==> src/rtl/run_trace_pkg.sv <==
// Shared types for the run controller: FSM states and halt-cause codes.
package run_trace_pkg;

   typedef enum logic [1:0] {
      ST_IDLE     = 2'd0,
      ST_RST_HOLD = 2'd1,
      ST_RUN      = 2'd2,
      ST_HALT     = 2'd3
   } state_e;

   localparam logic [1:0] CAUSE_NONE  = 2'd0;
   localparam logic [1:0] CAUSE_LIMIT = 2'd1;
   localparam logic [1:0] CAUSE_BREAK = 2'd2;
   localparam logic [1:0] CAUSE_BOTH  = 2'd3;

   // Combine the two halt sources into one cause code.
   function automatic logic [1:0] halt_cause_of(input logic brk, input logic lim);
      logic [1:0] c;
      c = CAUSE_NONE;
      if (brk && lim) c = CAUSE_BOTH;
      else if (brk)   c = CAUSE_BREAK;
      else if (lim)   c = CAUSE_LIMIT;
      return c;
   endfunction

endpackage

==> src/rtl/run_trace_ctrl_trace_ram.sv <==
// Trace storage: one synchronous write port, one registered read port.
// The array itself has no reset; only the read register is cleared.
module trace_ram #(
   parameter int DEPTH = 16,
   parameter int WIDTH = 64
) (
   input  logic                     clk_i,
   input  logic                     rst_n_i,
   input  logic                     we_i,
   input  logic [$clog2(DEPTH)-1:0] waddr_i,
   input  logic [WIDTH-1:0]         wdata_i,
   input  logic                     re_i,
   input  logic [$clog2(DEPTH)-1:0] raddr_i,
   output logic [WIDTH-1:0]         rdata_o
);

   logic [WIDTH-1:0] mem_q [DEPTH];
   logic [WIDTH-1:0] rdata_q;

   // Write the captured entry into the array.
   always_ff @(posedge clk_i) begin
      if (we_i) mem_q[waddr_i] <= wdata_i;
   end

   // Registered read; a disabled read returns zero (index beyond valid entries).
   always_ff @(posedge clk_i or negedge rst_n_i) begin
      if (!rst_n_i) rdata_q <= '0;
      else          rdata_q <= re_i ? mem_q[raddr_i] : '0;
   end

   assign rdata_o = rdata_q;

endmodule

==> src/rtl/run_trace_ctrl.sv <==
// Run controller and instruction-trace recorder for the CU/DataPath core.
// Sequences core reset, gates execution with core_run, halts on a cycle
// limit or PC breakpoint, and records every fetched {PC, IR} pair.
// start/resume are single-cycle pulses sampled on the rising edge; start
// always wins over resume and over halt events in the same cycle.
module run_trace_ctrl
   import run_trace_pkg::*;
#(
   parameter int DATA_W      = 32,
   parameter int TRACE_DEPTH = 16,
   parameter int CYC_W       = 16,
   parameter int NUM_BP      = 2,
   parameter int RST_CYCLES  = 4
) (
   input  logic                           Clk,
   input  logic                           Reset,
   input  logic                           start,
   input  logic                           resume,
   input  logic [CYC_W-1:0]               cycle_limit,
   input  logic [NUM_BP-1:0]              bp_en,
   input  logic [NUM_BP*DATA_W-1:0]       bp_addr,
   input  logic                           fetch_valid,
   input  logic [DATA_W-1:0]              PC,
   input  logic [DATA_W-1:0]              IR,
   output logic                           core_reset_n,
   output logic                           core_run,
   output logic                           halted,
   output logic [1:0]                     halt_cause,
   output logic [CYC_W-1:0]               cycle_count,
   output logic [$clog2(TRACE_DEPTH):0]   trace_count,
   output logic                           trace_ovf,
   input  logic [$clog2(TRACE_DEPTH)-1:0] rd_idx,
   output logic [2*DATA_W-1:0]            rd_data,
   output state_e                         dbg_state
);

   localparam int AW  = $clog2(TRACE_DEPTH);
   localparam int RCW = (RST_CYCLES > 1) ? $clog2(RST_CYCLES) : 1;
   localparam logic [RCW-1:0]   RST_LAST  = RCW'(RST_CYCLES - 1);
   localparam logic [AW:0]      DEPTH_CNT = (AW+1)'(TRACE_DEPTH);
   localparam logic [CYC_W-1:0] CYC_MAX   = '1;

   state_e           state_q, state_d;
   logic [RCW-1:0]   rst_cnt_q, rst_cnt_d;
   logic [CYC_W-1:0] cyc_q, cyc_d;
   logic [1:0]       cause_q, cause_d;
   logic [AW-1:0]    wr_ptr_q, wr_ptr_d;
   logic [AW:0]      tcnt_q, tcnt_d;
   logic             ovf_q, ovf_d;
   logic             skip_q, skip_d;
   logic             reset_n_q, reset_n_d;
   logic             run_q, run_d;
   logic             halted_q, halted_d;

   logic [NUM_BP-1:0] bp_hit;
   logic [CYC_W-1:0]  cyc_inc;
   logic              brk_evt;
   logic              lim_evt;
   logic              limit_reached;
   logic              ram_we;
   logic [AW-1:0]     rd_phys;
   logic              rd_ok;

   // One address comparator per breakpoint slot.
   for (genvar k = 0; k < NUM_BP; k++) begin : g_bp
      assign bp_hit[k] = bp_en[k] && (PC == bp_addr[k*DATA_W +: DATA_W]);
   end

   assign cyc_inc       = (cyc_q == CYC_MAX) ? cyc_q : cyc_q + CYC_W'(1);
   // The first RUN cycle after a resume may present the PC that just broke.
   assign brk_evt       = fetch_valid && (|bp_hit) && !skip_q;
   assign lim_evt       = (cycle_limit != '0) && (cyc_inc == cycle_limit);
   assign limit_reached = (cycle_limit != '0) && (cyc_q >= cycle_limit);

   // Index 0 is the oldest valid entry; wrap is implicit in AW-bit arithmetic.
   assign rd_phys = wr_ptr_q - tcnt_q[AW-1:0] + rd_idx;
   assign rd_ok   = ({1'b0, rd_idx} < tcnt_q);

   // Next-state, counters, trace bookkeeping and registered-output values.
   always_comb begin
      state_d   = state_q;
      rst_cnt_d = rst_cnt_q;
      cyc_d     = cyc_q;
      cause_d   = cause_q;
      wr_ptr_d  = wr_ptr_q;
      tcnt_d    = tcnt_q;
      ovf_d     = ovf_q;
      skip_d    = skip_q;
      ram_we    = 1'b0;

      if (start) begin
         state_d   = ST_RST_HOLD;
         rst_cnt_d = '0;
         cyc_d     = '0;
         cause_d   = CAUSE_NONE;
         wr_ptr_d  = '0;
         tcnt_d    = '0;
         ovf_d     = 1'b0;
         skip_d    = 1'b0;
      end else begin
         case (state_q)
            ST_IDLE: ;
            ST_RST_HOLD: begin
               if (rst_cnt_q == RST_LAST) state_d = ST_RUN;
               else                       rst_cnt_d = rst_cnt_q + RCW'(1);
            end
            ST_RUN: begin
               cyc_d  = cyc_inc;
               skip_d = 1'b0;
               if (fetch_valid) begin
                  ram_we   = 1'b1;
                  wr_ptr_d = wr_ptr_q + AW'(1);
                  if (tcnt_q == DEPTH_CNT) ovf_d  = 1'b1;
                  else                     tcnt_d = tcnt_q + (AW+1)'(1);
               end
               if (brk_evt || lim_evt) begin
                  state_d = ST_HALT;
                  cause_d = halt_cause_of(brk_evt, lim_evt);
               end
            end
            ST_HALT: begin
               if (resume && !limit_reached) begin
                  state_d = ST_RUN;
                  cause_d = CAUSE_NONE;
                  skip_d  = 1'b1;
               end
            end
            default: state_d = ST_IDLE;
         endcase
      end

      reset_n_d = (state_d == ST_RUN) || (state_d == ST_HALT);
      run_d     = (state_d == ST_RUN);
      halted_d  = (state_d == ST_HALT);
   end

   // State and status registers.
   always_ff @(posedge Clk or negedge Reset) begin
      if (!Reset) begin
         state_q   <= ST_IDLE;
         rst_cnt_q <= '0;
         cyc_q     <= '0;
         cause_q   <= CAUSE_NONE;
         wr_ptr_q  <= '0;
         tcnt_q    <= '0;
         ovf_q     <= 1'b0;
         skip_q    <= 1'b0;
         reset_n_q <= 1'b0;
         run_q     <= 1'b0;
         halted_q  <= 1'b0;
      end else begin
         state_q   <= state_d;
         rst_cnt_q <= rst_cnt_d;
         cyc_q     <= cyc_d;
         cause_q   <= cause_d;
         wr_ptr_q  <= wr_ptr_d;
         tcnt_q    <= tcnt_d;
         ovf_q     <= ovf_d;
         skip_q    <= skip_d;
         reset_n_q <= reset_n_d;
         run_q     <= run_d;
         halted_q  <= halted_d;
      end
   end

   trace_ram #(
      .DEPTH (TRACE_DEPTH),
      .WIDTH (2*DATA_W)
   ) u_trace_ram (
      .clk_i   (Clk),
      .rst_n_i (Reset),
      .we_i    (ram_we),
      .waddr_i (wr_ptr_q),
      .wdata_i ({PC, IR}),
      .re_i    (rd_ok),
      .raddr_i (rd_phys),
      .rdata_o (rd_data)
   );

   assign core_reset_n = reset_n_q;
   assign core_run     = run_q;
   assign halted       = halted_q;
   assign halt_cause   = cause_q;
   assign cycle_count  = cyc_q;
   assign trace_count  = tcnt_q;
   assign trace_ovf    = ovf_q;
   assign dbg_state    = state_q;

endmodule
==> config.mk <==
export PLATFORM = sky130hd
export DESIGN_NAME = run_trace_ctrl
export DESIGN_NICKNAME = d
export VERILOG_FILES = /design/src/rtl/run_trace_pkg.sv /design/src/rtl/run_trace_ctrl_trace_ram.sv /design/src/rtl/run_trace_ctrl.sv
export SDC_FILE = /design/constraint.sdc
export NUM_CORES = 1
export LEC_CHECK = 0
export CELL_PAD_IN_SITES_DETAIL_PLACEMENT = 2
export CELL_PAD_IN_SITES_GLOBAL_PLACEMENT = 2
export CORE_MARGIN = 2
export CORE_UTILIZATION = 35
export CTS_BUF_LIST = sky130_fd_sc_hd__clkbuf_4
export CTS_CLUSTER_SIZE = 30
export DETAILED_ROUTE_END_ITERATION = 16
export MAX_ROUTING_LAYER = met4
export PLACE_DENSITY_LB_ADDON = 0.1
export SLEW_MARGIN = 40
export SYNTH_ARGS = -nofsm -noshare
export SYNTH_HDL_FRONTEND = slang
export SYNTH_SLANG_ARGS = --single-unit
==> constraint.sdc <==
create_clock -name Clk -period 9.4 [get_ports Clk]
set_input_delay 2.35 -clock Clk [delete_from_list [all_inputs] [get_ports Clk]]
set_output_delay 2.35 -clock Clk [all_outputs]
set_load 0.05 [all_outputs]
==> flow_results.org <==
** Global route
- The first global-routing pass estimated 189000 um of wire.
- Total global routing overflow :: 0
- Maximum number of pins on one net before global-route repair :: 129
- Vias in the first global route :: 28000
- In the global route stage, overall resource usage came out at 20.6%.
- Antenna violations before repair :: 17

** Final layout
- Share of final-layout standard cells stronger than drive strength 1 :: 29.5%
- Count of filler cells inserted in the layout :: 11800
- The area growth from synthesis to layout is 20.5%.
- Leaving out filler cells and counting taps, the final layout contains 4609.
- In the final design database the tool counted 2907 nets.

** Worst setup path
- The setup check on the worst reg-to-reg path leaves a slack of 5350 ps.
- Data arrival at the endpoint of the critical path :: 6140 ps
- Critical-path cell list :: clkdlybuf4s50_1 > inv_1 > fa_1 > fa_4 > buf_12 > buf_12 > buf_12 > mux4_2 > nor2b_1 > a211oi_1 > a211oi_1
- Data required time of the critical path :: 10400 ps
- Nature of the critical path endpoint :: flip-flop
- Critical Path Max Stage Delay :: 850 ps
- Critical setup path kind :: in2reg
- End of the worst register-to-register path :: u_trace_ram.rdata_o[11]
- Biggest fanout along the worst timing path :: 72
- The cell that appears most often on the critical path is buf_12.
- Type of origin of the critical path :: input port
- Worst R2R Path Depth :: 13
- On the critical path, the stage with the largest delay is an instance of fa_4.
- In this run the critical register-to-register path is launched from wr_ptr_q[0].
- Critical path startpoint :: rd_idx[1]

** Placed design
- Routability-driven placement finished with a final weighted congestion of 0.762.
- The count of buffers added on input and output ports is 247.
- The wire-length estimate of the detail-placed layout is 70900 um.
- Total placed cells including tap cells :: 4041
- Before CTS, the worst setup slack after placement is 2990 ps.

** Synth
- Commonest cells post-synth :: 1024 x edfxtp_1, 256 x mux4_2, 132 x a211oi_1, 100 x dfrtp_1, 77 x clkbuf_1
- Yosys warning total :: 0
- For this run, asynchronously set or reset flops after synthesis account for 8.90%.
- Largest area contributor in the netlist :: edfxtp_1
- Number of distinct standard cells referenced by the synthesized netlist :: 54
- edfxtp_1 is the most common cell in the netlist.
- For this run, the leading register cell type out of synthesis is edfxtp_1.
- Number of enable flip-flop cells after synthesis :: 1024
- Cell count after synthesis :: 2201
- Flop and latch count out of synthesis :: 1124
- Fraction of post-synthesis cell area in the top cell type by area :: 69.0%
- Post-synthesis sequential area ratio :: 74.6%
- Mean area per synthesized cell :: 20.2 um^2
- Yosys attributes the largest share of cell area to edfxtp_1 69%, mux4_2 13%, dfrtp_1 5.6%.
- Cell area after technology mapping :: 0.0445 mm^2
- When the netlist entered floorplanning its net count stood at 2390.

** Detailed routing
- Via density per instance :: 5.21
- Total number of vias :: 24000
- Dividing the detail-routed wire length by the instance count gives 28.0 um.
- Iteration-0 DRC Markers :: 1467
- After detailed routing, the number of remaining DRC violations is 0.
- Remaining antenna violation count after routing :: 0
- The routed design has 129000 um of wire.
- The pre-antenna-repair detailed-routing pass consisted of 5 iterations.

** Power and ir drop
- The worst-case IR drop observed on VDD is 0.000120 V.
- The share of total power dissipated in combinational logic is 9.6%.
- Overall power of the completed layout :: 11200 uW
- Internal portion of total power :: 8470 uW
- The clock network accounts for 41.0% of the total power.
- Leakage power of the design :: 0.0179 uW
- Pwr dens :: 209 mW/mm^2
- Switching portion of total power :: 24.5%
- Net load switching power :: 2750 uW
- Sequential cells burn 49.4% of the power.

** Clock tree
- Post-CTS Setup Repair Bufs :: 0
- Clock-pin slew of the registers on the worst-case setup and hold paths :: 60 ps
- Clock H-tree levels :: 5
- The later pin in the worst-skew pair is clocked with a latency of 1220 ps.
- Root buffer selected by CTS :: clkbuf_4
- Clk buf depth :: 4
- After clock tree synthesis, the repair step resized 0 gates.
- CTS buffer count :: 321
- Hold-fix buffers at CTS :: 0
- TritonCTS clock tree :: yes
- Number of sinks handled by clock tree synthesis :: 1124

** Die
- Count of boundary I/O pins :: 248
- The floorplan has 130 rows.
- Initial cell density of the core :: 35.4%
- Width of the chip :: 361 um
- Total Die Area :: 0.130 mm^2
- Placeable Area :: 0.126 mm^2
- Die H :: 361 um

** Outcome
- Status :: completed

** STA
- Fin Setup TNS :: 0 ps
- Setup slack on the critical path of the routed design comes to 4260 ps.
- Min Hold Slack :: 521 ps
- In the finished design, the share of the clock period the worst path needs comes to 54.7%.
- Final setup violation count :: 0
- Achievable Freq :: 194 MHz
- Transition time of the tightest slew-check pin :: 858 ps
- On the final layout, the worst clock skew is 147 ps.
- Final slew viol count :: 0
- Hold violation count in the final report :: 0
- Worst-case headroom to the max-slew limit :: 42.5%
- Tmin final :: 5140 ps
- Unrepaired setup endpoints after global routing :: no

** Worst hold path
- Worst hold path cell count :: 2
- Hold wc startpoint :: trace_ovf
- Path class of the lowest-slack min-delay path :: reg2reg
- The path with the worst hold slack has its endpoint at trace_ovf.

** Run
- Across the run, the number of max-cap violations was 0.
cells by family after synthesis:
logic type,synth area share [%]
flops,74.6
mux,14.7
simple gates,3.28
compound gates,3.14
buf+inv,1.27
xor+xnor,2.01
fa+ha+maj,1.01
worst max path at each step:
stage,to,slack (ps),depth (start not counted)
after floorplan,u_trace_ram.mem_q[0][0],1760,4
final,u_trace_ram.rdata_o[11],4260,11
after global placement,u_trace_ram.rdata_o[15],2810,9
after global routing,cycle_count[12],4140,1
after detailed placement,u_trace_ram.rdata_o[31],2990,11
after CTS,cycle_count[15],4100,1
stage by stage:
step / util, % / cell area, um^2
6_report: 42.6 / 53700
3_3_place_gp: 39.2 / 49300
4_1_cts: 42.6 / 53600
2_1_floorplan: - / 44500
5_1_grt: 42.6 / 53700
3_5_place_dp: 39.3 / 49500
critical path, delay by kind of cell:
kind | cells | cell delay, ps
buffers and inverters | 5 | 1430
and+or+nand+nor | 1 | 140
AOI/OAI and AO/OA | 2 | 370
adders and majority gates | 2 | 1360
muxes | 1 | 380
cell type report:
type / count / area, um^2 / area share [%]
sequential: 1124 / 33300 / 62.0
multi-input combinational: 932 / 10900 / 20.4
clock buffer: 497 / 3730 / 6.95
timing repair buffer: 305 / 3150 / 5.87
tap: 1650 / 2060 / 3.85
clock inverter: 56 / 378 / 0.704
inverter: 34 / 128 / 0.238
antenna: 11 / 27.5 / 0.0513
registers in the layout, indices dropped and copies added (netlist names), 2 cells and up:
register             cells
cycle_count             16
dbg_state                2
halt_cause               2
rst_cnt_q                2
trace_count              5
u_trace_ram.mem_q     1024
u_trace_ram.rdata_o     64
wr_ptr_q                 4
power by group through the flow:
stage | Sequential (uW) | Clock [uW] | Combinational [uW]
2_1_floorplan | 5760 | 0 | 509
3_3_place_gp | 5650 | 0 | 1070
3_5_place_dp | 5650 | 0 | 1100
4_1_cts | 5540 | 4780 | 1100
5_1_grt | 5540 | 5040 | 1160
6_report | 5540 | 4600 | 1080
layout by cell type (no fill, tap or decap), types with 5 or more instances in the layout:
cell             count
nor3_2               5
and3_1               7
nor4_1              29
dfrtp_1            100
nor3_1              13
nand4_1             15
clkbuf_4           497
mux4_2             256
clkinv_1            40
nor2_4              13
bufinv_16            6
o21ai_0             16
buf_12              15
nand2_1             37
or3_1                8
buf_4               30
clkdlybuf4s50_1    239
nand2b_1             7
xnor2_1             29
a211oi_1           132
nor2_1              42
xor2_1              68
clkinv_2             5
inv_1               34
nand3_1             11
buf_6               10
edfxtp_1          1024
buf_2                7
diode_2             11
nor2b_1             66
mux2i_1             76
a21oi_1             18
ha_1                30
routing by layer:
layer	wire length, um	GRT usage (%)
met5	0	-
met4	2120	6.06
met3	5380	3.89
met2	66000	34.6
met1	55600	25.5
Power figures use the tool's default switching activity.
==> patch: new RTL, config.mk and constraints unchanged <==
Change the parameter `DATA_W` from 32 to 28.
--- a/src/rtl/run_trace_ctrl.sv
+++ b/src/rtl/run_trace_ctrl.sv
@@ -8,3 +8,3 @@
 #(
-   parameter int DATA_W      = 32,
+   parameter int DATA_W      = 28,
    parameter int TRACE_DEPTH = 16,
Interface: changed (resized IR, PC, bp_addr and rd_data); port bits go from 248 to 224. The function was not compared with the original's and may differ.
==> patch against the unedited design <==
  * Combinational power shrank 19%
  * Synthesized area is 11% lower
  * Sequential cell count down 136
  * Fmax fell by 4.5%
  * Critical path depth is 2 lower
  * Worst hold slack got worse by 0.013 ns
  * Setup slack worse by 0.24 ns
  * Power is 14% lower
  * Cell area down 11%
  * Routed wire length down 11%
  * Critical endpoint is now u_trace_ram.rdata_o[45]
  * Highest routed layer unchanged
==> patch: results (changes against the unedited design) <==
outcome finished, final reports clean; worst reg-to-reg path cell count 11 (-2); sequential area share after synthesis 73.82% (-0.83 points); Hold Path Cell Cnt 2 (unchanged); Worst-Skew Late Latency 1.13 ns (-0.09 ns); most frequent cells after synthesis edfxtp_1, mux4_2, a211oi_1; Largest register FFs 896 (-13%); ratio of cells with drive above 1 in the final layout 29.43% (-0.048 points); Iteration-0 DRC Markers 1,283 (-13%); Critical Path AT 6.26 ns (+0.12 ns); r2r setup slk 5.26 ns (-0.09 ns); Syn Nets 2,153 (-9.9%); Detail Placement HPWL 63,310 µm (-11%); Yosys Warn Count 0 (unchanged); worst hold slack 0.5079 ns (-0.01313 ns); global-route wire length before repair 168,000 µm (-11%); H-tree depth 5 (unchanged); RR Startpoint wr_ptr_q[0]; port bufs 223 (-9.7%); vias in the first global route 24,470 (-12%); final wirelength 114,800 µm (-11%); Layout Nets 2,621 (-9.8%); XOR/XNOR Fraction of Synth Area 1.992% (-0.013 points); Synth cell types 67 (+24%); via count 21,490 (-10%); # Post-CTS Setup Buffers 0 (unchanged); Tot GR Track Use 20.71% (+0.082 points); CTS clock-pin slew for the worst setup and hold paths 0.05 ns; Leak Pwr 15.92 nW (-11%); largest net degree at the start of global routing 113 (-12%); top cells by area, synth edfxtp_1, mux4_2, dfrtp_1; cts bufs inserted 287 (-11%); root buffer cell clkbuf_4; RR Endpoint u_trace_ram.rdata_o[45]; initial antenna violation count 11 (-6); Synth async-reset ratio 9.312% (+0.41 points); Synth Area in Adders 1.132% (+0.13 points); Final Skew 0.1027 ns (-0.04395 ns); Filler Cell Count 10,640 (-10%); CP Max Fanout 49 (-32%); Worst Max-Slew Pin Slew 0.8602 ns (+0.001951 ns); EDFF count, synth 896 (-13%); VDD IR-drop max 0.09515 mV (-20%); Synth Area in Compound Gates 3.349% (+0.21 points); mux contribution to synthesized area 14.40% (-0.25 points); gpl congestion 0.7449 (-2.3%)
==> patch: cell type report <==
cell class / instances / area, µm² / share of cell area, %
clock inverter: 52 / 281.5 / 0.5913
tap: 1500 / 1877 / 3.942
antenna: 5 / 12.51 / 0.02628
clock buffer: 436 / 3273 / 6.875
inverter: 39 / 146.4 / 0.3075
multi-input combinational: 847 / 9905 / 20.80
timing repair buffer: 285 / 2908 / 6.107
sequential: 988 / 29210 / 61.35
==> patch: critical path, cell delays in order <==
cell	delay, ns
clkdlybuf4s50_1	0.52
inv_1	0.08
fa_1	0.51
fa_4	1.09
buf_4	0.73
mux4_2	0.41
nor2b_1	0.14
a211oi_1	0.27
a211oi_1	0.08
==> patch: cell families after synthesis <==
logic type | Yosys count
DFF | 988
muxes | 289
and+or+nand+nor | 256
AOI/OAI and AO/OA | 178
buffers and inverters | 145
xor gates and xnor gates | 90
adders and majority gates | 34
==> patch: per-stage QoR <==
stage          worst slack (ns)  cells  instance area [µm²]  util (%)
2_1_floorplan             2.194   1980                39570         -
4_1_cts                   4.123   4144                47560     42.33
3_3_place_gp              2.520   3647                43790     38.98
6_report                  4.016   4152                47610     42.38
5_1_grt                   3.932   4152                47610     42.38
3_5_place_dp              2.914   3656                44000     39.17
==> patch: worst max path at each step <==
stage	from	end	slack [ns]	depth (start not counted)
floorplan	start	u_trace_ram.mem_q[0][0]	2.19	4
global placement	rd_idx[1]	u_trace_ram.rdata_o[40]	2.52	9
detailed placement	rd_idx[1]	u_trace_ram.rdata_o[48]	2.91	9
CTS	rd_idx[1]	u_trace_ram.rdata_o[45]	4.12	9
global route	rd_idx[1]	u_trace_ram.rdata_o[42]	3.93	9
finish	rd_idx[1]	u_trace_ram.rdata_o[45]	4.02	9
==> patch: power by group <==
group | leakage, nW | switching, mW | internal (mW) | total [mW]
combinational | 4.48 | 0.534 | 0.338 | 0.872
sequential | 9.29 | 0.0287 | 4.82 | 4.85
clock | 2.15 | 1.79 | 2.18 | 3.97
==> patch: per-layer routing <==
layer,wire (µm),part of all wire [%],track usage [%]
met5,0,0,-
met4,1928,1.7,6.186
met3,4964,4.3,4.256
met2,57100,50,33.30
met1,50800,44,26.59
